File: config.mk
export PLATFORM = sky130hd
export DESIGN_NAME = as_wb_intercon_flat
export DESIGN_NICKNAME = d
export VERILOG_FILES = /design/src/rtl/as_wb_intercon_if.sv /design/src/rtl/as_wb_intercon.sv /design/src/flat_wrapper.sv
export SDC_FILE = /design/constraint.sdc
export NUM_CORES = 1
export LEC_CHECK = 0
export ABC_CLOCK_PERIOD_IN_PS = 2580
export CORE_AREA = 10 10 333 335
export CTS_CLUSTER_SIZE = 16
export DETAILED_ROUTE_END_ITERATION = 8
export DIE_AREA = 0 0 343 345
export GPL_TIMING_DRIVEN = 0
export PLACE_DENSITY = 0.34
export SYNTH_ARGS = -nofsm -noshare
export SYNTH_HDL_FRONTEND = slang
export SYNTH_SLANG_ARGS = --single-unit
File: constraint.sdc
create_clock -name clk_i -period 2.58 [get_ports clk_i]
set_input_delay 0.516 -clock clk_i [delete_from_list [all_inputs] [get_ports clk_i]]
set_output_delay 0.516 -clock clk_i [all_outputs]
set_load 0.01 [all_outputs]
File: src/rtl/as_wb_intercon_if.sv
// Wishbone interconnect bundle: NM master ports and NS slave ports, plus grant
// and error reporting.
//   m_*_i / m_*_o : per-master request in, response out (master k in slice k)
//   s_*_o / s_*_i : per-slave cyc/stb, shared we/adr/dat/sel, per-slave dat/ack
//   gnt_o, bus_err_o, err_adr_o, err_to_o : arbitration and error status
// Modport slave is the fabric's view (it serves the masters). Modport master
// is the view of whatever drives the masters' requests and the slaves'
// responses.
interface as_wb_intercon_if #(
  parameter int unsigned NM = 2,
  parameter int unsigned NS = 4,
  parameter int unsigned AW = 64,
  parameter int unsigned DW = 64,
  parameter int unsigned SW = 8
);
  logic [NM-1:0]    m_cyc_i;
  logic [NM-1:0]    m_stb_i;
  logic [NM-1:0]    m_we_i;
  logic [NM*AW-1:0] m_adr_i;
  logic [NM*DW-1:0] m_dat_i;
  logic [NM*SW-1:0] m_sel_i;
  logic [NM*DW-1:0] m_dat_o;
  logic [NM-1:0]    m_ack_o;
  logic [NM-1:0]    m_err_o;
  logic [NS-1:0]    s_cyc_o;
  logic [NS-1:0]    s_stb_o;
  logic             s_we_o;
  logic [AW-1:0]    s_adr_o;
  logic [DW-1:0]    s_dat_o;
  logic [SW-1:0]    s_sel_o;
  logic [NS*DW-1:0] s_dat_i;
  logic [NS-1:0]    s_ack_i;
  logic [NM-1:0]    gnt_o;
  logic             bus_err_o;
  logic [AW-1:0]    err_adr_o;
  logic             err_to_o;

  modport slave (
    input  m_cyc_i, m_stb_i, m_we_i, m_adr_i, m_dat_i, m_sel_i, s_dat_i, s_ack_i,
    output m_dat_o, m_ack_o, m_err_o, s_cyc_o, s_stb_o, s_we_o, s_adr_o, s_dat_o,
           s_sel_o, gnt_o, bus_err_o, err_adr_o, err_to_o
  );

  modport master (
    output m_cyc_i, m_stb_i, m_we_i, m_adr_i, m_dat_i, m_sel_i, s_dat_i, s_ack_i,
    input  m_dat_o, m_ack_o, m_err_o, s_cyc_o, s_stb_o, s_we_o, s_adr_o, s_dat_o,
           s_sel_o, gnt_o, bus_err_o, err_adr_o, err_to_o
  );
endinterface

File: src/rtl/as_wb_intercon.sv
// Parametrised Wishbone interconnect: round-robin arbitration over NM masters,
// base/mask address decode over NS slaves, combinational request/response
// routing, a one-cycle bus error for unmapped addresses and a watchdog error
// for slaves that never acknowledge.
//   clk_i : rising-edge clock
//   rst_i : synchronous active-high reset
//   bus   : as_wb_intercon_if.slave (all master, slave and status signals)
module as_wb_intercon #(
  parameter int unsigned      NM       = 2,
  parameter int unsigned      NS       = 4,
  parameter int unsigned      AW       = 64,
  parameter int unsigned      DW       = 64,
  parameter int unsigned      SW       = 8,
  parameter logic [NS*AW-1:0] SLV_BASE = '0,
  parameter logic [NS*AW-1:0] SLV_MASK = '0,
  parameter int unsigned      TIMEOUT  = 255
) (
  input logic             clk_i,
  input logic             rst_i,
  as_wb_intercon_if.slave bus
);

  localparam int unsigned     MIW      = (NM > 1) ? $clog2(NM) : 1;
  localparam int unsigned     SIW      = (NS > 1) ? $clog2(NS) : 1;
  localparam int unsigned     WDW      = 16;
  localparam logic [WDW-1:0]  WD_LAST  = WDW'(TIMEOUT - 1);
  localparam logic [MIW-1:0]  LAST_RST = MIW'(NM - 1);

  typedef enum logic {S_IDLE, S_OWN} state_e;

  state_e         state_q, state_d;
  logic [NM-1:0]  gnt_q, gnt_d;
  logic [MIW-1:0] own_q, own_d;
  logic [MIW-1:0] last_q, last_d;
  logic           req_found;
  logic [MIW-1:0] req_idx;
  logic [MIW-1:0] cand;

  logic           own_v, o_cyc, o_stb, o_we;
  logic [AW-1:0]  o_adr;
  logic [DW-1:0]  o_dat;
  logic [SW-1:0]  o_sel;

  logic           hit;
  logic [SIW-1:0] sel;
  logic           s_ack_sel;
  logic [DW-1:0]  s_dat_sel;

  logic           err_q, err_d;
  logic           err_to_q, err_to_d;
  logic [AW-1:0]  err_adr_q, err_adr_d;
  logic [WDW-1:0] wd_q, wd_d;
  logic           wd_run, unm_fire, to_fire;

  // Round-robin search: first requester starting after the previous owner
  always_comb begin
    req_found = 1'b0;
    req_idx   = '0;
    cand      = '0;
    for (int unsigned i = 1; i <= NM; i++) begin
      cand = MIW'((32'(last_q) + i) % NM);
      if (!req_found && bus.m_cyc_i[cand]) begin
        req_found = 1'b1;
        req_idx   = cand;
      end
    end
  end

  // Arbiter state register
  always_ff @(posedge clk_i) begin
    if (rst_i) begin
      state_q <= S_IDLE;
      gnt_q   <= '0;
      own_q   <= '0;
      last_q  <= LAST_RST;
    end else begin
      state_q <= state_d;
      gnt_q   <= gnt_d;
      own_q   <= own_d;
      last_q  <= last_d;
    end
  end

  // Arbiter next state
  always_comb begin
    state_d = state_q;
    case (state_q)
      S_IDLE:  if (req_found) state_d = S_OWN;
      S_OWN:   if (!bus.m_cyc_i[own_q]) state_d = S_IDLE;
      default: state_d = S_IDLE;
    endcase
  end

  // Arbiter outputs: grant vector, owner index and round-robin pointer
  always_comb begin
    gnt_d  = gnt_q;
    own_d  = own_q;
    last_d = last_q;
    case (state_q)
      S_IDLE: begin
        if (req_found) begin
          gnt_d          = '0;
          gnt_d[req_idx] = 1'b1;
          own_d          = req_idx;
        end
      end
      S_OWN: begin
        if (!bus.m_cyc_i[own_q]) begin
          gnt_d  = '0;
          last_d = own_q;
        end
      end
      default: gnt_d = '0;
    endcase
  end

  // Owner's request, forced to zero while nobody holds the bus
  assign own_v = (state_q == S_OWN);

  always_comb begin
    o_cyc = 1'b0;
    o_stb = 1'b0;
    o_we  = 1'b0;
    o_adr = '0;
    o_dat = '0;
    o_sel = '0;
    if (own_v) begin
      o_cyc = bus.m_cyc_i[own_q];
      o_stb = bus.m_stb_i[own_q];
      o_we  = bus.m_we_i[own_q];
      o_adr = bus.m_adr_i[own_q*AW +: AW];
      o_dat = bus.m_dat_i[own_q*DW +: DW];
      o_sel = bus.m_sel_i[own_q*SW +: SW];
    end
  end

  // Address decode; the lowest matching slave index wins
  always_comb begin
    hit = 1'b0;
    sel = '0;
    for (int unsigned i = 0; i < NS; i++) begin
      if (!hit && ((o_adr & SLV_MASK[i*AW +: AW]) == SLV_BASE[i*AW +: AW])) begin
        hit = 1'b1;
        sel = SIW'(i);
      end
    end
  end

  // Request path to the selected slave
  always_comb begin
    bus.s_cyc_o = '0;
    bus.s_stb_o = '0;
    if (hit) begin
      bus.s_cyc_o[sel] = o_cyc;
      bus.s_stb_o[sel] = o_stb;
    end
  end

  assign bus.s_we_o  = o_we;
  assign bus.s_adr_o = o_adr;
  assign bus.s_dat_o = o_dat;
  assign bus.s_sel_o = o_sel;

  // Response path back to the owner only
  assign s_ack_sel = hit & bus.s_ack_i[sel];
  assign s_dat_sel = hit ? bus.s_dat_i[sel*DW +: DW] : '0;

  always_comb begin
    bus.m_ack_o = '0;
    bus.m_err_o = '0;
    bus.m_dat_o = '0;
    if (own_v) begin
      bus.m_ack_o[own_q]           = s_ack_sel;
      bus.m_err_o[own_q]           = err_q;
      bus.m_dat_o[own_q*DW +: DW]  = s_dat_sel;
    end
  end

  // Error sources: unmapped strobe (never on back-to-back cycles) and watchdog.
  // An ack in the watchdog's last cycle keeps wd_run low, so the ack wins.
  assign wd_run   = o_cyc & o_stb & hit & ~s_ack_sel;
  assign unm_fire = o_cyc & o_stb & ~hit & ~err_q;
  assign to_fire  = wd_run & (wd_q == WD_LAST);

  always_comb begin
    err_d     = unm_fire | to_fire;
    err_to_d  = err_to_q;
    err_adr_d = err_adr_q;
    wd_d      = '0;
    if (wd_run && !to_fire) wd_d = wd_q + WDW'(1);
    if (unm_fire || to_fire) begin
      err_to_d  = to_fire;
      err_adr_d = o_adr;
    end
  end

  // Error and watchdog registers
  always_ff @(posedge clk_i) begin
    if (rst_i) begin
      err_q     <= 1'b0;
      err_to_q  <= 1'b0;
      err_adr_q <= '0;
      wd_q      <= '0;
    end else begin
      err_q     <= err_d;
      err_to_q  <= err_to_d;
      err_adr_q <= err_adr_d;
      wd_q      <= wd_d;
    end
  end

  assign bus.gnt_o     = gnt_q;
  assign bus.bus_err_o = err_q;
  assign bus.err_adr_o = err_adr_q;
  assign bus.err_to_o  = err_to_q;

endmodule

File: src/flat_wrapper.sv
// flat-port wrapper written by rule: the top's interface ports become plain ports
module as_wb_intercon_flat 
#(
  parameter int unsigned      NM       = 2,
  parameter int unsigned      NS       = 4,
  parameter int unsigned      AW       = 64,
  parameter int unsigned      DW       = 64,
  parameter int unsigned      SW       = 8,
  parameter logic [NS*AW-1:0] SLV_BASE = '0,
  parameter logic [NS*AW-1:0] SLV_MASK = '0,
  parameter int unsigned      TIMEOUT  = 255
)
  (clk_i, rst_i, bus_m_cyc_i, bus_m_stb_i, bus_m_we_i, bus_m_adr_i, bus_m_dat_i, bus_m_sel_i, bus_s_dat_i, bus_s_ack_i, bus_m_dat_o, bus_m_ack_o, bus_m_err_o, bus_s_cyc_o, bus_s_stb_o, bus_s_we_o, bus_s_adr_o, bus_s_dat_o, bus_s_sel_o, bus_gnt_o, bus_bus_err_o, bus_err_adr_o, bus_err_to_o);
  as_wb_intercon_if #(.NM(NM), .NS(NS), .AW(AW), .DW(DW), .SW(SW)) bus_i ();
  input logic clk_i;
  input logic rst_i;
  input wire logic [$bits(bus_i.m_cyc_i)-1:0] bus_m_cyc_i;
  input wire logic [$bits(bus_i.m_stb_i)-1:0] bus_m_stb_i;
  input wire logic [$bits(bus_i.m_we_i)-1:0] bus_m_we_i;
  input wire logic [$bits(bus_i.m_adr_i)-1:0] bus_m_adr_i;
  input wire logic [$bits(bus_i.m_dat_i)-1:0] bus_m_dat_i;
  input wire logic [$bits(bus_i.m_sel_i)-1:0] bus_m_sel_i;
  input wire logic [$bits(bus_i.s_dat_i)-1:0] bus_s_dat_i;
  input wire logic [$bits(bus_i.s_ack_i)-1:0] bus_s_ack_i;
  output wire logic [$bits(bus_i.m_dat_o)-1:0] bus_m_dat_o;
  output wire logic [$bits(bus_i.m_ack_o)-1:0] bus_m_ack_o;
  output wire logic [$bits(bus_i.m_err_o)-1:0] bus_m_err_o;
  output wire logic [$bits(bus_i.s_cyc_o)-1:0] bus_s_cyc_o;
  output wire logic [$bits(bus_i.s_stb_o)-1:0] bus_s_stb_o;
  output wire logic [$bits(bus_i.s_we_o)-1:0] bus_s_we_o;
  output wire logic [$bits(bus_i.s_adr_o)-1:0] bus_s_adr_o;
  output wire logic [$bits(bus_i.s_dat_o)-1:0] bus_s_dat_o;
  output wire logic [$bits(bus_i.s_sel_o)-1:0] bus_s_sel_o;
  output wire logic [$bits(bus_i.gnt_o)-1:0] bus_gnt_o;
  output wire logic [$bits(bus_i.bus_err_o)-1:0] bus_bus_err_o;
  output wire logic [$bits(bus_i.err_adr_o)-1:0] bus_err_adr_o;
  output wire logic [$bits(bus_i.err_to_o)-1:0] bus_err_to_o;
  assign bus_i.m_cyc_i = bus_m_cyc_i;
  assign bus_i.m_stb_i = bus_m_stb_i;
  assign bus_i.m_we_i = bus_m_we_i;
  assign bus_i.m_adr_i = bus_m_adr_i;
  assign bus_i.m_dat_i = bus_m_dat_i;
  assign bus_i.m_sel_i = bus_m_sel_i;
  assign bus_i.s_dat_i = bus_s_dat_i;
  assign bus_i.s_ack_i = bus_s_ack_i;
  assign bus_m_dat_o = bus_i.m_dat_o;
  assign bus_m_ack_o = bus_i.m_ack_o;
  assign bus_m_err_o = bus_i.m_err_o;
  assign bus_s_cyc_o = bus_i.s_cyc_o;
  assign bus_s_stb_o = bus_i.s_stb_o;
  assign bus_s_we_o = bus_i.s_we_o;
  assign bus_s_adr_o = bus_i.s_adr_o;
  assign bus_s_dat_o = bus_i.s_dat_o;
  assign bus_s_sel_o = bus_i.s_sel_o;
  assign bus_gnt_o = bus_i.gnt_o;
  assign bus_bus_err_o = bus_i.bus_err_o;
  assign bus_err_adr_o = bus_i.err_adr_o;
  assign bus_err_to_o = bus_i.err_to_o;
  as_wb_intercon #(.NM(NM), .NS(NS), .AW(AW), .DW(DW), .SW(SW), .SLV_BASE(SLV_BASE), .SLV_MASK(SLV_MASK), .TIMEOUT(TIMEOUT)) u_core (.clk_i(clk_i), .rst_i(rst_i), .bus(bus_i));
endmodule
-- Word-level counts from Yosys, hierarchy flattened
Cells that the tools add are included.
- multiplexer cells: 33
- equality and inequality tests: 3
- reduce and logical (&&, ||, !) cells: 10
- magnitude comparators: 6
- add/subtract/negate cells: 4
- shifts and indexed selects: 5
- bitwise gates (word level): 10
- operator list (kind ; count):
    128-bit by 8-bit indexed part select with 64-bit output ; 2
    128-bit bitwise AND ; 1
    128-bit two-way mux ; 1
    64-bit two-way mux ; 2
    64-bit by 34-bit variable shift with 128-bit output (first input constant) ; 1
    64-bit by 34-bit indexed part select with 128-bit output ; 1
    7-bit negation with 34-bit output ; 1
    1-bit two-way mux ; 21
    16-bit by 1-bit adder with 16-bit output (second input constant) ; 1
    16-bit by 8-bit equality test with 1-bit output (second input constant) ; 1
    16-bit by 5-bit indexed part select with 8-bit output ; 1
    1-bit by 2-bit less-than comparator with 1-bit output (second input constant) ; 4
    2-bit two-way mux ; 4
    8-bit two-way mux ; 1
    2-bit AND reduction ; 3
    2-bit bitwise AND ; 2
    1-bit logical AND ; 4
    1-bit NOT ; 4
    2-bit case mux with 2 select lines ; 1
    1-bit bitwise AND ; 3
    1-bit adder (second input constant) ; 2
    1-bit demux with 1-bit select ; 2
    1-bit greater-or-equal comparator (second input constant) ; 2
    1-bit zero test ; 2
    other kinds (4) ; 4
- flip-flop bits (word level): 87
- output and inout bits: 345
- word-level logic and storage cells: 79
- input bits: 540

-- Longest topological paths before layout
- depth after elaboration: 13
- depth in mapped cells: 8
- mapped depth without buffers: 6

-- Least setup slack after synthesis
OpenSTA, ideal clock, no wires.
- path type: reg-to-output
- from: register u_core.own_q
- to: output port bus_s_dat_o[0]
- path buffers: 3
- data arrival time: 1.661 ns
- setup slack: 0.403 ns
- cell stages (with the launch flop): 6
- required time: 2.064 ns
- path through: dfxtp_1 -> buf_2 -> buf_1 -> buf_1 -> mux2i_1 -> nor2b_1
- cells in the longest elaborated chain, start to end: 2
- RTL lines (element ; RTL line ; source):
    from (decl) ; as_wb_intercon.sv:33 ; logic [MIW-1:0] own_q, own_d;
    from (signal assigned) ; as_wb_intercon.sv:79 ; own_q <= own_d;
    128-bit by 8-bit indexed part select with 64-bit output ; as_wb_intercon.sv:132 ; o_dat = bus.m_dat_i[own_q*DW +: DW];
    64-bit two-way mux ; as_wb_intercon.sv:127 ; if (own_v) begin
    to (decl) ; flat_wrapper.sv:32 ; output wire logic [$bits(bus_i.s_dat_o)-1:0] bus_s_dat_o;
Every way passes these cells.

-- Worst setup path after layout
- from: register u_core.own_q
- to: output port bus_s_adr_o[62]
- cells in the longest elaborated chain, start to end: 2
- RTL lines (element ; RTL line ; source):
    128-bit by 8-bit indexed part select with 64-bit output ; as_wb_intercon.sv:131 ; o_adr = bus.m_adr_i[own_q*AW +: AW];
    64-bit two-way mux ; as_wb_intercon.sv:127 ;
    to (decl) ; flat_wrapper.sv:31 ; output wire logic [$bits(bus_i.s_adr_o)-1:0] bus_s_adr_o;
Every way passes these cells.

==> reports/results.tsv <==
metric	value	unit
clock_path_buffers	2	
fin_crit_sh	0.999	
num_vias	9868	
overflow	0	
synth_common_cells	nor2b_1, mux2i_1, dfxtp_1	
grt_pass1_vias	10773	
hpwl	67100	um
yosysTopAreaCellShare	0.252	
syn_area	6900	um^2
drc_errors	0	
multi_input_area	5390	um^2
pre_cts_ws	-2.33	ns
ir_drop	329	uV
power	5.37	mW
grtUsageTotal	0.125	
grt_max_degree	18	
drive_gt1_frac	0.221	
reg2regPathDepth	8	
worstReg2RegEnd	u_core.bus.err_adr_o[6]	
ant_nets	0	
finalWorstSetupSlack	0.00289	ns
place_area	15500	um^2
worst-path-max-fanout	6	
area_growth	149	%
die_h	345	um
r2r_slack	0.12	ns
drtIter0Drc	452	
clock_latency	0.39	ns
dr.pass1.iters	5	
core	104000	um^2
p_per_area	313	nW/um^2
crit_required	2.06	ns
rows	119	
dp_cells	2968	
cp-end-kind	primary output	
synth.yosys.seq_area_share	0.252	
synth_cells	890	
via_per_inst	3.25	
post-synth-top-count-cell	nor2b_1	
finalInstanceArea	17200	um^2
cts-hold-fix-buffers	0	
ys_top_cells_by_area	dfxtp_1, mux2i_1, nor2b_1, nand4_1, and2_1	
grt_pass1_wl	101000	um
start_util	0.0661	
startpoint	u_core.own_q	
arrival	2.06	ns
ys_seq_elements	87	
slew_headroom	0.197	
drv_cap	0	
fillers	11877	
h-tree-depth	3	
tightestPinTransition	1.20	ns
hold_viol	0	
grt_antenna_before_repair	13	
clock-sinks	87	
yosys_warnings	0	
layout_min_cycle_time	2.58	ns
fmax	388	MHz
critPathCapture	bus_s_adr_o[62]	
crit_path_start_kind	register	
synth-async-reset-ratio	0	
numPortBuffers	682	
path_clk_slew	0.08	ns
gp_congestion	0.848	
final_nets	2179	
seq_area	1750	um^2
rsz0062_at_grt	true	
synth_ff_type	dfxtp_1	
ioPinCount	885	
worstReg2RegStart	u_core.wd_q[0]	
cts_tree	built	
syn_avg_cell_area	7.75	um^2
synth_cell_types	39	
dieArea	118000	um^2
cts-root-buf	clkbuf_16	
die_w	343	um
status	finished clean	
clock_skew	0.0133	ns
wl	78300	um
synth_edf_count	0	
setup_viol_count_final	0	
synth_top_area_cell	dfxtp_1	
wl_per_cell	25.8	um
p_leak	6.85	nW
min-delay-path-class	register to register	
cts_buffers	9	
final_cell_count_no_fill	3034	
path_class	register to primary output	
slew_viol_final	0	
[cell type report]
class / count / share of cell area
repair buffers: 731 / 0.399
plain buffers: 105 / 0.0637
diodes: 1 / 0.000146
clock buffers: 9 / 0.0131
clock inverters: 7 / 0.00496
flip-flops and latches: 87 / 0.102
well taps: 1391 / 0.101
multi-input cells: 697 / 0.314
inverters: 6 / 0.00131
[routing by layer]
metal,part of all wire,GRT usage
met1,0.41,0.146
met2,0.48,0.217
met3,0.096,0.0485
met4,0.0082,0.0165
met5,0.00029,0
[kinds of logic (layout without fill, tap and decap cells)]
kind of cell,count (synthesis),count (layout),share of synthesized area
AOI/OAI and AO/OA,143,143,0.109
xor gates and xnor gates,14,14,0.0178
adders and majority gates,2,2,0.00363
buffers and inverters,111,858,0.0684
DFF,87,87,0.252
muxes,139,139,0.202
other,1,7,0.000544
and+or+nand+nor,393,393,0.347
[power by group]
part / switching (mW) / internal (mW)
sequential: 0.0125 / 1.35
combinational: 1.16 / 1.32
clock: 0.761 / 0.776
[worst max-delay path: stages (launching register included)]
cell and delay (ns):
dfxtp_4 0.39, buf_12 0.17, bufbuf_16 0.32, mux2i_4 0.37, nor2b_1 0.11, dlygate4sd2_1 0.31
[metrics by stage]
step	utilization	hold WS, ns	TNS, ns
finish	0.164	0.464	0
detailed placement	0.148	0.467	-395.89
floorplan	-	0.452	0
CTS	0.164	0.479	-4.03
global route	0.164	0.495	-0.948
global placement	0.148	0.459	-387.58
[registers in the layout, summed over array words and instances, names as in the netlist]
| signal | count |
|---|---|
| u_core.own_v | 1 |
| u_core.bus.err_adr_o | 64 |
| u_core.wd_q | 16 |
| u_core.bus.gnt_o | 2 |
| u_core.bus.err_to_o | 1 |
| u_core.last_q | 1 |
| u_core.bus.bus_err_o | 1 |
| u_core.own_q | 1 |
[layout by cell type (no fill, tap or decap), types with 48 or more instances in the layout]
cell type / netlist / layout
a21oi_1: 69 / 69
and2_1: 66 / 60
and3_1: 66 / 65
clkbuf_2: 0 / 67
clkdlybuf4s50_1: 0 / 412
dfxtp_1: 87 / 83
dlygate4sd2_1: 0 / 149
mux2i_1: 139 / 89
nand4_1: 69 / 69
nor2b_1: 140 / 99
o21ai_0: 54 / 48
[timing repair]
item / CTS / global route
gates cloned: 4 / 1
resized for setup: 758 / 208
pin swaps: 0 / 1
endpoints found under the setup margin: 341 / 176
setup buffers: 27 / 17
[worst min path at each step]
stage | startpoint | endpoint | slack, ns | cells after the start
finish | u_core.wd_q[0] | u_core.wd_q[0] | 0.46 | 1
global placement | u_core.bus.err_adr_o[40] | u_core.bus.err_adr_o[40] | 0.46 | 2
floorplan | u_core.wd_q[0] | u_core.wd_q[0] | 0.45 | 1
detailed placement | u_core.bus.err_adr_o[40] | u_core.bus.err_adr_o[40] | 0.47 | 2
global route | u_core.bus.err_adr_o[53] | u_core.bus.err_adr_o[53] | 0.49 | 2
CTS | u_core.bus.err_adr_o[2] | u_core.bus.err_adr_o[2] | 0.48 | 2
Power figures use the tool's default switching activity.
